===== src/rtl/fd_fetch.sv =====
// fd_fetch -- circle-fetch sequencer for the FAST-9 detector datapath.
//
// Given a center pixel (centerX, centerY) it issues 17 SRAM reads: the
// center pixel (index 0) followed by the 16 radius-3 Bresenham circle
// pixels (index 1..16). The pixel register file is written one cycle
// later, when the SRAM data comes back. readen rises once all 17 entries
// are loaded.
//
// Optional feature: define FD_FETCH_BORDER_CHECK_EN to reject centers
// whose circle would leave the image. A rejected start pulses error.
// Without the macro every start is accepted and addresses simply wrap
// at ADDR_W bits.
//
// Ports:
//   clock     in   system clock
//   nReset    in   asynchronous active-low reset
//   start     in   fetch request, honoured in IDLE or VALID only
//   centerX   in   center column (8 bits)
//   centerY   in   center row (8 bits)
//   busy      out  fetch in progress (ISSUE or DRAIN)
//   sramAddr  out  SRAM read address (ADDR_W bits)
//   sramRe    out  SRAM read enable
//   regAddr   out  register-file index 0..16
//   regWe     out  register-file write strobe, aligned with SRAM data
//   readen    out  all 17 entries valid
//   done      out  one-cycle completion pulse
//   error     out  one-cycle pulse on a rejected center

module fd_fetch #(
  parameter int IMG_W  = 64,
  parameter int IMG_H  = 64,
  parameter int ADDR_W = 12
) (
  input  logic              clock,
  input  logic              nReset,
  input  logic              start,
  input  logic [7:0]        centerX,
  input  logic [7:0]        centerY,
  output logic              busy,
  output logic [ADDR_W-1:0] sramAddr,
  output logic              sramRe,
  output logic [4:0]        regAddr,
  output logic              regWe,
  output logic              readen,
  output logic              done,
  output logic              error
);

  // The image must fit in the addressable SRAM.
  if (IMG_W * IMG_H > 2 ** ADDR_W) begin : g_size_check
    $error("fd_fetch: IMG_W*IMG_H exceeds SRAM address space");
  end

  typedef enum logic [1:0] {IDLE, ISSUE, DRAIN, VALID} state_t;

  state_t     state;
  logic [4:0] idx;       // index of the read currently on sramAddr
  logic [7:0] cx;        // center latched at the accepted start
  logic [7:0] cy;
  logic [4:0] idx_next;

  assign idx_next = idx + 5'd1;

  // Row-major address of circle pixel k around (x, y). The sum is formed
  // in 32 bits and truncated, which equals computing modulo 2**ADDR_W.
  function automatic logic [ADDR_W-1:0] pix_addr(input logic [7:0] x,
                                                 input logic [7:0] y,
                                                 input logic [4:0] k);
    logic signed [2:0] dx;
    logic signed [2:0] dy;
    logic [31:0]       a;
    case (k)
      5'd1:    begin dx =  3'sd0; dy = -3'sd3; end
      5'd2:    begin dx =  3'sd1; dy = -3'sd3; end
      5'd3:    begin dx =  3'sd2; dy = -3'sd2; end
      5'd4:    begin dx =  3'sd3; dy = -3'sd1; end
      5'd5:    begin dx =  3'sd3; dy =  3'sd0; end
      5'd6:    begin dx =  3'sd3; dy =  3'sd1; end
      5'd7:    begin dx =  3'sd2; dy =  3'sd2; end
      5'd8:    begin dx =  3'sd1; dy =  3'sd3; end
      5'd9:    begin dx =  3'sd0; dy =  3'sd3; end
      5'd10:   begin dx = -3'sd1; dy =  3'sd3; end
      5'd11:   begin dx = -3'sd2; dy =  3'sd2; end
      5'd12:   begin dx = -3'sd3; dy =  3'sd1; end
      5'd13:   begin dx = -3'sd3; dy =  3'sd0; end
      5'd14:   begin dx = -3'sd3; dy = -3'sd1; end
      5'd15:   begin dx = -3'sd2; dy = -3'sd2; end
      5'd16:   begin dx = -3'sd1; dy = -3'sd3; end
      default: begin dx =  3'sd0; dy =  3'sd0; end
    endcase
    a = ({24'd0, y} + {{29{dy[2]}}, dy}) * 32'(IMG_W)
      + {24'd0, x} + {{29{dx[2]}}, dx};
    return a[ADDR_W-1:0];
  endfunction

`ifdef FD_FETCH_BORDER_CHECK_EN
  logic in_range;
  assign in_range = (int'(centerX) >= 3) && (int'(centerX) <= IMG_W - 4) &&
                    (int'(centerY) >= 3) && (int'(centerY) <= IMG_H - 4);
`endif

  always_ff @(posedge clock or negedge nReset) begin
    if (!nReset) begin
      state    <= IDLE;
      idx      <= 5'd0;
      cx       <= 8'd0;
      cy       <= 8'd0;
      busy     <= 1'b0;
      sramAddr <= '0;
      sramRe   <= 1'b0;
      regAddr  <= 5'd0;
      regWe    <= 1'b0;
      readen   <= 1'b0;
      done     <= 1'b0;
`ifdef FD_FETCH_BORDER_CHECK_EN
      error    <= 1'b0;
`endif
    end else begin
      done  <= 1'b0;
`ifdef FD_FETCH_BORDER_CHECK_EN
      error <= 1'b0;
`endif
      // Register-file write side trails the read side by the fixed
      // one-cycle SRAM latency; regAddr only moves on write beats.
      regWe <= sramRe;
      if (sramRe) begin
        regAddr <= idx;
      end

      case (state)
        IDLE, VALID: begin
          if (start) begin
`ifdef FD_FETCH_BORDER_CHECK_EN
            if (in_range) begin
`endif
              state    <= ISSUE;
              cx       <= centerX;
              cy       <= centerY;
              idx      <= 5'd0;
              sramRe   <= 1'b1;
              sramAddr <= pix_addr(centerX, centerY, 5'd0);
              busy     <= 1'b1;
              readen   <= 1'b0;
`ifdef FD_FETCH_BORDER_CHECK_EN
            end else begin
              state  <= IDLE;
              error  <= 1'b1;
              readen <= 1'b0;
            end
`endif
          end
        end
        ISSUE: begin
          if (idx == 5'd16) begin
            state  <= DRAIN;
            sramRe <= 1'b0;
          end else begin
            idx      <= idx_next;
            sramAddr <= pix_addr(cx, cy, idx_next);
          end
        end
        DRAIN: begin
          // Last write beat is on the bus this cycle.
          state  <= VALID;
          busy   <= 1'b0;
          readen <= 1'b1;
          done   <= 1'b1;
        end
      endcase
    end
  end

`ifndef FD_FETCH_BORDER_CHECK_EN
  assign error = 1'b0;
`endif

endmodule


===== config.mk =====
export PLATFORM = sky130hd
export DESIGN_NAME = fd_fetch
export DESIGN_NICKNAME = d
export VERILOG_FILES = /design/src/rtl/fd_fetch.sv
export SDC_FILE = /design/constraint.sdc
export NUM_CORES = 1
export LEC_CHECK = 0
export CORE_MARGIN = 3
export CORE_UTILIZATION = 30
export DETAILED_ROUTE_END_ITERATION = 8
export GPL_TIMING_DRIVEN = 0
export SLEW_MARGIN = 10
export SYNTH_ARGS = -nofsm -noshare
export SYNTH_HDL_FRONTEND = slang
export SYNTH_SLANG_ARGS = --single-unit

===== constraint.sdc =====
create_clock -name clock -period 4.8 [get_ports clock]
set_input_delay 1.44 -clock clock [delete_from_list [all_inputs] [get_ports clock]]
set_output_delay 1.44 -clock clock [all_outputs]
set_load 0.02 [all_outputs]

# After elaboration in Yosys (flattened, before gate mapping)
# Memory sizes are Yosys's and may differ from the RTL's.
# Cells that the tools add are included.
word_totals:
  regBits: 43
  mem_bits_ro: 192
  in_bits: 19
  out_inout_bits: 23
  n_memories: 1
classes:
  add_sub_neg: 7
  n_eq_ne: 7
  muxes: 20
  reduce_logical: 9
mem_list:
  columns: ["name", "depth", "word_bits", "rd", "rd_ports_with_merged_regs", "write_ports", "line", "rtl"]
  rows:
  - ["(name not given)", 32, 6, 1, 0, 0, "72", "case (k)"]
ops:
  columns: ["cell", "count"]
  rows:
  - ["adder 12 x 3 -> 12 bit", 2]
  - ["adder 12 x 9 -> 12 bit", 2]
  - ["2-to-1 mux 12 bit", 2]
  - ["one-hot mux 12 bit (2 select lines)", 1]
  - ["adder 6 x 3 -> 6 bit", 2]
  - ["2-to-1 mux 6 bit", 2]
  - ["2-to-1 mux 5 bit", 2]
  - ["one-hot mux 5 bit (2 select lines)", 1]
  - ["2-to-1 mux 3 bit", 2]
  - ["!= test 2 bit, second input constant", 3]
  - ["one-hot mux 1 bit (2 select lines)", 3]
  - ["one-hot mux 2 bit (3 select lines)", 1]
  - ["AND reduction 2 bit", 3]
  - ["AND reduction 3 bit", 2]
  - ["adder 5 x 1 -> 5 bit, second input constant", 1]
  - ["equality test 5 bit, second input constant", 1]
  - ["equality test 2 bit, second input constant", 2]
  - ["2-to-1 mux 1 bit", 4]
  - ["2-to-1 mux 2 bit", 2]
  - ["nonzero test 2 bit", 2]
  - ["equality test 2 x 1 -> 1 bit, second input constant", 1]
  - ["zero test 2 bit", 1]
  - ["OR reduction 2 bit", 1]

# Longest topological paths before layout
# An unclocked memory read counts as a cell.
depth:
  word_depth: 9
  ltp_mapped: 19

# Worst setup path before layout
# Ideal clock, no wire load.
synth_path:
  kind: "register to register"
  from: "reg idx[0]"
  to: "reg sramAddr[11]"
  setup_ns: 0.087
  arrival_ns: 4.274
  slack_ns: 0.439
  stages_incl_launch_ff: 15
  period_less_slack_ns: 4.361
  path_cell_list: "dfrtp_1 ha_1 buf_2 xor2_1 a21oi_1 a221oi_1 fa_1 fa_1 ha_1 or4_1 o22ai_1 o21ai_0 and2_1 o2111a_1 a211oi_2"
synth_via:
  elab_chain_len: 9
synth_rtl:
  columns: ["element", "line", "rtl"]
  rows:
  - ["start: declaration", "57", "logic [4:0] idx;"]
  - ["start signal: assignment", "158", "idx <= idx_next;"]
  - ["adder 5 x 1 -> 5 bit", "62", "assign idx_next = idx + 5'd1;"]
  - ["memory read (32 x 6 bit)", null, null]
  - ["2-to-1 mux 6 bit", "154", "if (idx == 5'd16) begin"]
  - ["2-to-1 mux 6 bit", "130", "case (state)"]
  - ["adder 6 x 3 -> 6 bit", "91", "a = ({24'd0, y} + {{29{dy[2]}}, dy}) * 32'(IMG_W)"]
  - ["adder 12 x 9 -> 12 bit", "92", "+ {24'd0, x} + {{29{dx[2]}}, dx};"]
  - ["adder 12 x 3 -> 12 bit", "92", null]
  - ["2-to-1 mux 12 bit", "154", null]
  - ["one-hot mux 12 bit (2 select lines)", "130", null]
  - ["end signal: assignment", "141", "sramAddr <= pix_addr(centerX, centerY, 5'd0);"]
  - ["end signal: assignment", "159", "sramAddr <= pix_addr(cx, cy, idx_next);"]
  - ["end: declaration", "40", "output logic [ADDR_W-1:0] sramAddr,"]
# Parallel ways exist; a longest one is shown, timed or not. The select of a mux whose other input is x is not followed.
# A chain may end at the register's enable or synchronous reset.

# Worst setup path after layout
# Ends and elaborated chain as after synthesis.

==> reports/results.tsv <==
stage	metric	value	unit
critical_path	end of the critical path	sramAddr[11]	
detailed_routing	Initial DRC Count	128	
detailed_routing	via/cell ratio	4.96	
detailed_routing	Vias	2580	
critical_path	Crit Path Max Fanout	10	
clock_tree	CTS Buf Count	5	
detailed_routing	wire per inst	14.6	um
synth	Netlist cell types	62	
global_route	first-pass GRT wire length	12.7	mm
detailed_routing	DR pass1 iterations	4	
final_layout	area grow syn2layout	24.6	%
synth	share of the yosys chip area belonging to registers	34.1	%
floorplan	core area	10000	um^2
global_route	maximum number of pins on one net before global-route repair	29	
floorplan	die area	11800	um^2
sta	crit share post-route	96.0	%
sta	worst hold slack	0.407	ns
critical_path	worst setup path start	idx[0]	
place	Placer Congestion	0.856	
global_route	Global Route Usage Sum	13.4	%
sta	Final Setup Violations	0	
sta	relative slew slack	54.7	%
job	Max Cap Viol	0	
critical_path	launching point of the worst reg2reg path	idx[0]	
sta	Layout Skew	0.00737	ns
global_route	total grt overflow	0	
clock_tree	H-Tree Depth	2	
sta	worst-margin pin slew	0.680	ns
critical_path	r2r worst-path depth	16	
critical_path	critical path endpoint category	flip-flop	
floorplan	Initial Utilization	31.5	%
power_and_ir_drop	maximum vdd drop	0.240	mV
hold_path	HP Class	flip-flop to flip-flop	
final_layout	fraction of layout instances using a drive strength above 1	14.2	%
critical_path	worst endpoint required time	5.02	ns
clock_tree	clk slew on worst S/H paths	0.09	ns
critical_path	critical path class	flip-flop to flip-flop	
clock_tree	CTS tree	done	
place	Port Buffers	38	
sta	RSZ-0062 raised after global routing	false	
final_layout	most frequent cells in the layout	43 x dfrtp_1, 37 x clkdlybuf4s50_1, 33 x a21oi_1, 33 x ha_1	
sta	fmax	217	MHz
synth	synth warn	0	
critical_path	RR Endpoint	sramAddr[11]	
place	dpl hpwl	5.92	mm
sta	Tmin final	4.61	ns
power_and_ir_drop	Leak Pwr	1.76	nW
detailed_routing	drt total wl	7.62	mm
global_route	initial antenna violation count	0	
synth	Synth Flop Type	dfrtp_1	
synth	Mapped Nets	393	
clock_tree	clk sinks	43	
final_layout	commonest non-fill, non-tap cell in the layout	dfrtp_1	
detailed_routing	drt drc	0	
floorplan	# IOs	42	
final_layout	antenna cells	0	
run_status	status	completed	
floorplan	die height	109	um
floorplan	Die Wd	109	um
synth	Synth async-reset ratio	100	%
final_layout	nets	444	
synth	EDFF count, synth	0	
power_and_ir_drop	PD cells	785	nW/um^2
critical_path	Setup crit start kind	flip-flop	
critical_path	setup slack, reg-to-reg	0.19	ns
detailed_routing	ANT nets after route	0	
clock_tree	maximum buffer depth of the clock tree	2	
sta	Final Hold Vio Count	0	
clock_tree	clk_lat worst skew	0.30	ns
global_route	vias in the first global route	2566	
critical_path	Worst EP arrival	4.83	ns
synth	Seq cells post-synth	43	
synth	Post-Syn Instances	335	
synth	Synth Area per Inst	9.41	um^2
floorplan	Std-Cell Rows	36	
power_and_ir_drop	Tot Pwr	3.08	mW
synth	synthesized cell area	3150	um^2
sta	Slew Limit Fails	0	
clock_tree	root buf cell	clkbuf_8	
==> worst max-delay path, stage by stage, from the launching register on <==
cell and delay (ns):
dfrtp_1 0.46, ha_1 0.26, buf_2 0.28, xor2_4 0.27, a21oi_1 0.10, a211o_1 0.26, nand2_1 0.09, ha_1 0.22
fa_1 0.45, fa_1 0.45, ha_1 0.24, or4_1 0.54, o22ai_2 0.17, o21ai_1 0.15, and2_1 0.19, o2111a_1 0.26
a211oi_2 0.13
==> registers in the layout, indices dropped and copies added, names as in the netlist <==
register / flops
cx: 8
sramRe: 1
busy: 1
readen: 1
done: 1
regAddr: 5
cy: 6
sramAddr: 12
regWe: 1
idx: 5
state: 2
==> worst min path at each step <==
stage               startpoint     to  slack [ns]  cells past startpoint
floorplan                cx[6]  cx[6]        0.48                      1
global placement        sramRe  regWe        0.39                      0
detailed placement      sramRe  regWe        0.39                      0
CTS                     sramRe  regWe        0.41                      0
global route            sramRe  regWe        0.43                      0
finish                  sramRe  regWe        0.41                      0
==> cell type report <==
type,count,area (um^2)
plain buffers,14,73.8
clock buffers,6,82.6
clock inverters,2,35.0
fillers,1000,6070
inverters,24,92.6
multi-input cells,253,1960
flip-flops and latches,43,1080
well taps,133,166
repair buffers,45,440
==> per-stage QoR <==
step	setup TNS [ns]	setup WS (ns)	std cells	cell area, um^2	utilization (%)
6_report	0	0.191	520	3930	39.3
5_1_grt	0	0.000548	520	3930	39.3
4_1_cts	0	0.0397	517	3890	38.9
3_5_place_dp	-1.16	-0.545	507	3710	37.1
3_3_place_gp	-1.04	-0.461	506	3700	37.0
2_1_floorplan	0	0.439	335	3150	-
==> metal layers <==
metal	GRT usage, %	share of wire [%]
met2	23.2	49
met3	2.39	3.8
met4	3.61	1.3
met1	17.2	46
met5	0	0
==> synth_stat cells, drive strengths merged, types with 3 or more instances <==
cell type,number,area [um^2]
nand2,25,93.8
nor2,28,105
nor2b,6,37.5
o21a,3,22.5
clkbuf,7,26.3
nand3,5,30.0
nor3,4,20.0
xnor2,14,130
mux2,17,191
inv,23,88.8
ha,34,425
xor2,3,26.3
fa,5,100
a31oi,3,25.0
a21oi,33,165
buf,8,48.8
o21ai,30,154
dfrtp,43,1080
==> power breakdown <==
part	internal (mW)	leakage, nW	switching [mW]
combinational	0.961	1.18	1.18
sequential	0.531	0.524	0.105
clock	0.169	0.0612	0.132
==> cell families (layout without fill, tap and decap cells) <==
| kind of cell | after synthesis | count (layout) | share of synthesized area, % |
|---|---|---|---|
| AO/OA/AOI/OAI | 97 | 97 | 19.6 |
| XOR/XNOR | 18 | 18 | 5.67 |
| adder cells (fa/ha/maj) | 40 | 40 | 17.0 |
| buffers and inverters | 39 | 91 | 5.32 |
| flip-flops | 43 | 43 | 34.1 |
| multiplexers | 19 | 19 | 6.71 |
| other | 1 | 1 | 0.119 |
| AND/OR/NAND/NOR | 78 | 78 | 11.4 |
==> repair_timing <==
| item | CTS | global route |
|---|---|---|
| setup buffers | 3 | 3 |
| endpoints found under the setup margin | 4 | 1 |
| hold buffers | 0 | 0 |
| pin swaps | 2 | 1 |
| gates resized for setup | 6 | 6 |
Note: power is estimated with default switching activity, not from simulation.
